<file path="config.mk">
export PLATFORM = sky130hd
export DESIGN_NAME = afifo_rd_drain_flat
export DESIGN_NICKNAME = d
export VERILOG_FILES = /design/src/rtl/afifo_rd_drain_if.sv /design/src/rtl/afifo_rd_drain.sv /design/src/flat_wrapper.sv
export SDC_FILE = /design/constraint.sdc
export NUM_CORES = 1
export LEC_CHECK = 0
export CAP_MARGIN = 20
export CORE_UTILIZATION = 52
export CTS_CLUSTER_SIZE = 28
export DETAILED_ROUTE_END_ITERATION = 7
export PLACE_DENSITY_LB_ADDON = 0.05
export SLEW_MARGIN = 20
export SYNTH_ARGS = -nofsm -noshare
export SYNTH_HDL_FRONTEND = slang
export SYNTH_SLANG_ARGS = --single-unit
</file>
<file path="constraint.sdc">
create_clock -name clk_rd -period 1.75 [get_ports clk_rd]
set_input_delay 0.2625 -clock clk_rd [delete_from_list [all_inputs] [get_ports clk_rd]]
set_output_delay 0.2625 -clock clk_rd [all_outputs]
set_load 0.01 [all_outputs]
</file>
<file path="src/rtl/afifo_rd_drain_if.sv">
// -----------------------------------------------------------------------------
// afifo_rd_drain_if
//
// Bundles the AFIFO read port and the downstream stream used by
// afifo_rd_drain.
//
// Signals:
//   fifo_empty  AFIFO empty flag, synchronous to clk_rd
//   rdata       AFIFO read data, valid on the cycle after rd_en
//   rd_en       AFIFO read strobe
//   out_valid   downstream word available
//   out_data    downstream word
//   out_ready   downstream accepts the word
//   rd_cnt      count of words delivered downstream
//
// Modports:
//   master  the drain block (drives rd_en and the downstream stream)
//   slave   the environment (AFIFO read port plus the downstream consumer)
//
// Handshake: a word moves downstream on every rising clk_rd edge where
// out_valid && out_ready are both high. While out_valid is high and out_ready
// is low, out_data is held stable. out_ready while out_valid is low has no
// effect.
// -----------------------------------------------------------------------------
interface afifo_rd_drain_if #(
  parameter int DATA_WIDTH = 32,
  parameter int CNT_WIDTH  = 16
);
  logic                  fifo_empty;
  logic [DATA_WIDTH-1:0] rdata;
  logic                  rd_en;
  logic                  out_valid;
  logic [DATA_WIDTH-1:0] out_data;
  logic                  out_ready;
  logic [CNT_WIDTH-1:0]  rd_cnt;

  modport master (
    input  fifo_empty,
    input  rdata,
    input  out_ready,
    output rd_en,
    output out_valid,
    output out_data,
    output rd_cnt
  );

  modport slave (
    output fifo_empty,
    output rdata,
    output out_ready,
    input  rd_en,
    input  out_valid,
    input  out_data,
    input  rd_cnt
  );
endinterface

</file>
<file path="src/rtl/afifo_rd_drain.sv">
// -----------------------------------------------------------------------------
// afifo_rd_drain
//
// Read-side consumer for an asynchronous FIFO, in the clk_rd domain. Issues
// rd_en, absorbs the FIFO's one-cycle read latency and re-presents the words
// as an in-order valid/ready stream through a 3-entry skid buffer. Reads are
// only issued when the buffer is guaranteed to have room for every word
// already requested, so it sustains one word per cycle with out_ready high
// and never over-reads when out_ready drops.
//
// Ports:
//   clk_rd    read-domain clock
//   rst_rd_n  asynchronous active-low reset
//   bus       afifo_rd_drain_if.master (AFIFO read port + downstream stream)
//
// Optional feature (macro AFIFO_RD_DRAIN_CNT_EN):
//   defined   rd_cnt counts delivered words, wrapping at 2^CNT_WIDTH
//   undefined rd_cnt is tied to 0 and no counter register exists
// -----------------------------------------------------------------------------
module afifo_rd_drain #(
  parameter int DATA_WIDTH = 32,
  parameter int CNT_WIDTH  = 16
) (
  input  logic                  clk_rd,
  input  logic                  rst_rd_n,
  afifo_rd_drain_if.master      bus
);

  logic [DATA_WIDTH-1:0] mem [3];
  logic [1:0]            head;
  logic [1:0]            tail;
  logic [1:0]            count;
  logic                  inflight;
  logic [2:0]            occupancy;
  logic                  pop;

  // Circular pointer over three entries: 0 -> 1 -> 2 -> 0.
  function automatic logic [1:0] next_ptr(input logic [1:0] p);
    return (p == 2'd2) ? 2'd0 : p + 2'd1;
  endfunction

  // Words held plus the word still on its way from the FIFO; a new read is
  // only allowed if all of them fit, which is what makes out_ready irrelevant
  // to the issue decision.
  assign occupancy = 3'(count) + 3'(inflight);

  // rst_rd_n gates the strobe so no read leaks out while in reset.
  assign bus.rd_en     = rst_rd_n && !bus.fifo_empty && (occupancy < 3'd3);
  assign bus.out_valid = (count != 2'd0);
  assign bus.out_data  = mem[head];
  assign pop           = bus.out_valid && bus.out_ready;

  always_ff @(posedge clk_rd or negedge rst_rd_n) begin
    if (!rst_rd_n) begin
      // Entries are cleared too so out_data reads 0 in reset.
      for (int i = 0; i < 3; i++) begin
        mem[i] <= '0;
      end
      head     <= 2'd0;
      tail     <= 2'd0;
      count    <= 2'd0;
      inflight <= 1'b0;
    end else begin
      inflight <= bus.rd_en;
      if (inflight) begin
        mem[tail] <= bus.rdata;
        tail      <= next_ptr(tail);
      end
      if (pop) begin
        head <= next_ptr(head);
      end
      // Capture and pop in the same cycle cancel out.
      count <= count + 2'(inflight) - 2'(pop);
    end
  end

`ifdef AFIFO_RD_DRAIN_CNT_EN
  logic [CNT_WIDTH-1:0] cnt_q;

  always_ff @(posedge clk_rd or negedge rst_rd_n) begin
    if (!rst_rd_n) begin
      cnt_q <= '0;
    end else if (pop) begin
      cnt_q <= cnt_q + CNT_WIDTH'(1);
    end
  end

  assign bus.rd_cnt = cnt_q;
`else
  assign bus.rd_cnt = '0;
`endif

endmodule

</file>
<file path="src/flat_wrapper.sv">
// flat-port wrapper written by rule: the top's interface ports become plain ports
module afifo_rd_drain_flat 
#(
  parameter int DATA_WIDTH = 32,
  parameter int CNT_WIDTH  = 16
)
  (clk_rd, rst_rd_n, bus_fifo_empty, bus_rdata, bus_out_ready, bus_rd_en, bus_out_valid, bus_out_data, bus_rd_cnt);
  afifo_rd_drain_if #(.DATA_WIDTH(DATA_WIDTH), .CNT_WIDTH(CNT_WIDTH)) bus_i ();
  input  logic clk_rd;
  input  logic rst_rd_n;
  input wire logic [$bits(bus_i.fifo_empty)-1:0] bus_fifo_empty;
  input wire logic [$bits(bus_i.rdata)-1:0] bus_rdata;
  input wire logic [$bits(bus_i.out_ready)-1:0] bus_out_ready;
  output wire logic [$bits(bus_i.rd_en)-1:0] bus_rd_en;
  output wire logic [$bits(bus_i.out_valid)-1:0] bus_out_valid;
  output wire logic [$bits(bus_i.out_data)-1:0] bus_out_data;
  output wire logic [$bits(bus_i.rd_cnt)-1:0] bus_rd_cnt;
  assign bus_i.fifo_empty = bus_fifo_empty;
  assign bus_i.rdata = bus_rdata;
  assign bus_i.out_ready = bus_out_ready;
  assign bus_rd_en = bus_i.rd_en;
  assign bus_out_valid = bus_i.out_valid;
  assign bus_out_data = bus_i.out_data;
  assign bus_rd_cnt = bus_i.rd_cnt;
  afifo_rd_drain #(.DATA_WIDTH(DATA_WIDTH), .CNT_WIDTH(CNT_WIDTH)) u_core (.clk_rd(clk_rd), .rst_rd_n(rst_rd_n), .bus(bus_i));
endmodule
</file>
==> impl_metrics.yaml <==
timing:
  max-slew-margin-rel: 0.639
  fin_tns_setup_ns: -2.24
  tightest_slew_ns: 0.542
  hold_viol: 1
  rsz0062_at_grt: "yes"
  fin_ws_ns: -0.160
  finalCritPeriodShare: 1.09
  final.setup_skew_ns: 0.0192
  holdWs_ns: -0.00634
  finalSetupViolCount: 32
  fin_crit_ns: 1.91
  max_freq_mhz: 524
  slew_viol_final: 0
yosys:
  yosys.area.top_type: "dfrtp_1"
  synth-seq-cells: 103
  yosysSeqAreaShare: 0.549
  yosys.area.top_type_share: 0.549
  synth_cells: 325
  ys_types: 21
  syn_avg_cell_area_sq_um: 14.4
  syn-cell-area_sq_mm: 0.00469
  synth_area_leaders: "dfrtp_1 55%, mux2_2 21%, mux2i_1 6.8%, o2bb2ai_1 6.0%, buf_4 2.6%"
  ys_warn_count: 0
place:
  place_congestion: 0.662
  portBuffers: 69
  detailed_place_hpwl_mm: 5.72
  dpl.cell_count: 497
detailed_routing:
  via_per_inst: 5.46
  vias: 2899
  postRouteAntennaNets: 0
  first_pass_iters: 4
  drtIter0Drc: 57
  drc: 0
  post_drt_wl_per_cell_microns: 17.9
  finalWirelength_mm: 9.53
setup_path:
  worstSetupPathType: "flip-flop to output port"
  arrival_ns: 1.65
  worst_setup_path_start_kind: "flip-flop"
  end_kind: "output port"
  crit_required_ns: 1.49
  crit_path_max_fanout: 4
floorplanning:
  coreArea_sq_mm: 0.00872
  rows: 34
  die_area_sq_mm: 0.00940
  io_pins: 86
  initial_core_util: 0.538
  die_x_microns: 97.0
  die_h_microns: 97.0
hold_path:
  hp-class: "input pin to async pin"
finish:
  antenna_cells: 0
  instances_no_fill: 531
  syn_to_final_growth_pct: 35.7
  drive_above_1_share: 0.525
  final_common_cell: "dfrtp_1"
  nNetsFinal: 458
  postLayoutCoreUtil: 0.730
  final_cell_mix: "102 x dfrtp_1, 89 x mux2_2, 34 x clkdlybuf4s50_1, 25 x buf_2"
clock_tree:
  htree_levels: 3
  path_clk_slew_ns: 0.11
  clock_path_buffers: 2
  clk_latency_ns: 0.36
  cts_tree: "built"
  cts.sinks: 103
  cts_buffers: 9
  ctsHoldBuffers: 0
  root_buffer: "clkbuf_8"
global_routing:
  track_usage: 0.209
  antenna_found_initial: 0
  grt_max_degree: 104
  grt_pass1_vias: 3153
  grt.overflow.total: 0
  grt_pass1_wl_mm: 15.5
outcome:
  violations: "hold timing, setup timing"
  status: "finished, violations left"
run:
  cap_violations: 0
pwr:
  p_leak_nw: 2.71
  intPower_mw: 8.15
  switching_share: 0.344
  pwr-share-clk: 0.135
  sequentialPowerShare: 0.356
  p_per_area_mw_per_mm2: 1950
  p_sw_mw: 4.27
  ir_worst_vdd_uv: 1080
  combPwrFrac: 0.509
[per-stage QoR]
stage / instance area (sq um) / power [mW] / hold slack, ns / worst slack [ns]
2_1_floorplan: 4750 / 7.16 / -0.0331 / 0.0751
3_3_place_gp: 5560 / 9.26 / 0.426 / -0.360
3_5_place_dp: 5560 / 9.41 / 0.422 / -0.386
4_1_cts: 5950 / 11.2 / 0.0204 / -0.187
5_1_grt: 6370 / 13.1 / 0.0459 / -0.235
6_report: 6370 / 12.4 / -0.00634 / -0.160
[final cells by class]
| type | instances | area [sq um] |
|---|---|---|
| Inverter | 6 | 22.5 |
| Tap cell | 108 | 135 |
| Clock buffer | 10 | 138 |
| Sequential cell | 103 | 2580 |
| Timing Repair Buffer | 104 | 1090 |
| Multi-Input combinational cell | 194 | 2310 |
| Fill cell | 551 | 2350 |
| Clock inverter | 6 | 92.6 |
[Yosys cell counts]
cell type	count
mux2_2	89
mux2i_1	32
inv_1	6
o21ai_0	2
nor2_1	1
or2_2	1
a2111oi_0	1
xnor2_1	2
o2bb2ai_1	32
nor2b_1	1
ha_1	4
buf_4	16
conb_1	1
nor3b_4	1
dfrtp_1	103
buf_6	3
a21o_1	1
nand3b_1	2
mux2_1	9
buf_2	14
clkbuf_1	4
[logic make-up (layout without fill, tap and decap cells)]
| logic type | after synthesis | in the layout | synth area share |
|---|---|---|---|
| AOI/OAI and AO/OA | 36 | 36 | 0.0654 |
| xor gates and xnor gates | 2 | 2 | 0.00374 |
| adders and majority gates | 4 | 4 | 0.0107 |
| buffers and inverters | 43 | 126 | 0.0557 |
| DFF | 103 | 103 | 0.549 |
| muxes | 130 | 130 | 0.304 |
| other | 1 | 16 | 0.000799 |
| and+or+nand+nor | 6 | 6 | 0.0107 |
[critical path, stage by stage, from the launching register on]
cell       delay [ns]
dfrtp_1          0.42
ha_2             0.20
ha_4             0.22
a2111oi_4        0.29
buf_2            0.18
[final timing paths]
kind                                            start                    endpoint  slack (ns)  depth (start not counted)
max                         u_core.count[0]$_DFF_PN0_                   bus_rd_en       -0.16                          4
min                                          rst_rd_n  u_core.mem[27]$_DFFE_PN0P_      -0.006                          2
max reg2reg                 u_core.count[1]$_DFF_PN0_   u_core.count[1]$_DFF_PN0_        0.01                          8
min reg2reg                u_core.mem[88]$_DFFE_PN0P_  u_core.mem[88]$_DFFE_PN0P_        0.50                          1
max in group asynchronous                    rst_rd_n  u_core.head[1]$_DFFE_PN0P_        1.31                          2
min in group clk_rd                          rst_rd_n   u_core.inflight$_DFF_PN0_        0.35                          4
[timing repair]
action	CTS	global route
gates resized for setup	169	60
pin swaps	17	8
buffers inserted	16	2
setup endpoints to repair	34	35
cloned	0	3
[metal layers]
metal / GRT usage / routed length [microns] / vias to the layer above
li1: - / - / 1339
met1: 0.267 / 4300 / 1492
met2: 0.359 / 4830 / 60
met4: 0.0838 / 113 / 0
met5: 0 / 0 / -
met3: 0.0296 / 285 / 8
[power groups by stage]
stage / clock network, mW / logic (mW) / registers [mW]
final: 1.68 / 6.32 / 4.43
after global routing: 1.80 / 6.74 / 4.60
after detailed placement: 0 / 5.13 / 4.28
after floorplan: 0 / 3.09 / 4.06
after CTS: 1.70 / 5.27 / 4.26
after global placement: 0 / 5.06 / 4.19
[flip-flops by register name, summed over array words and instances, names as in the netlist]
signal,count
u_core.mem,96
u_core.count,2
u_core.head,2
u_core.tail,2
u_core.inflight,1
Power figures use the tool's default switching activity.
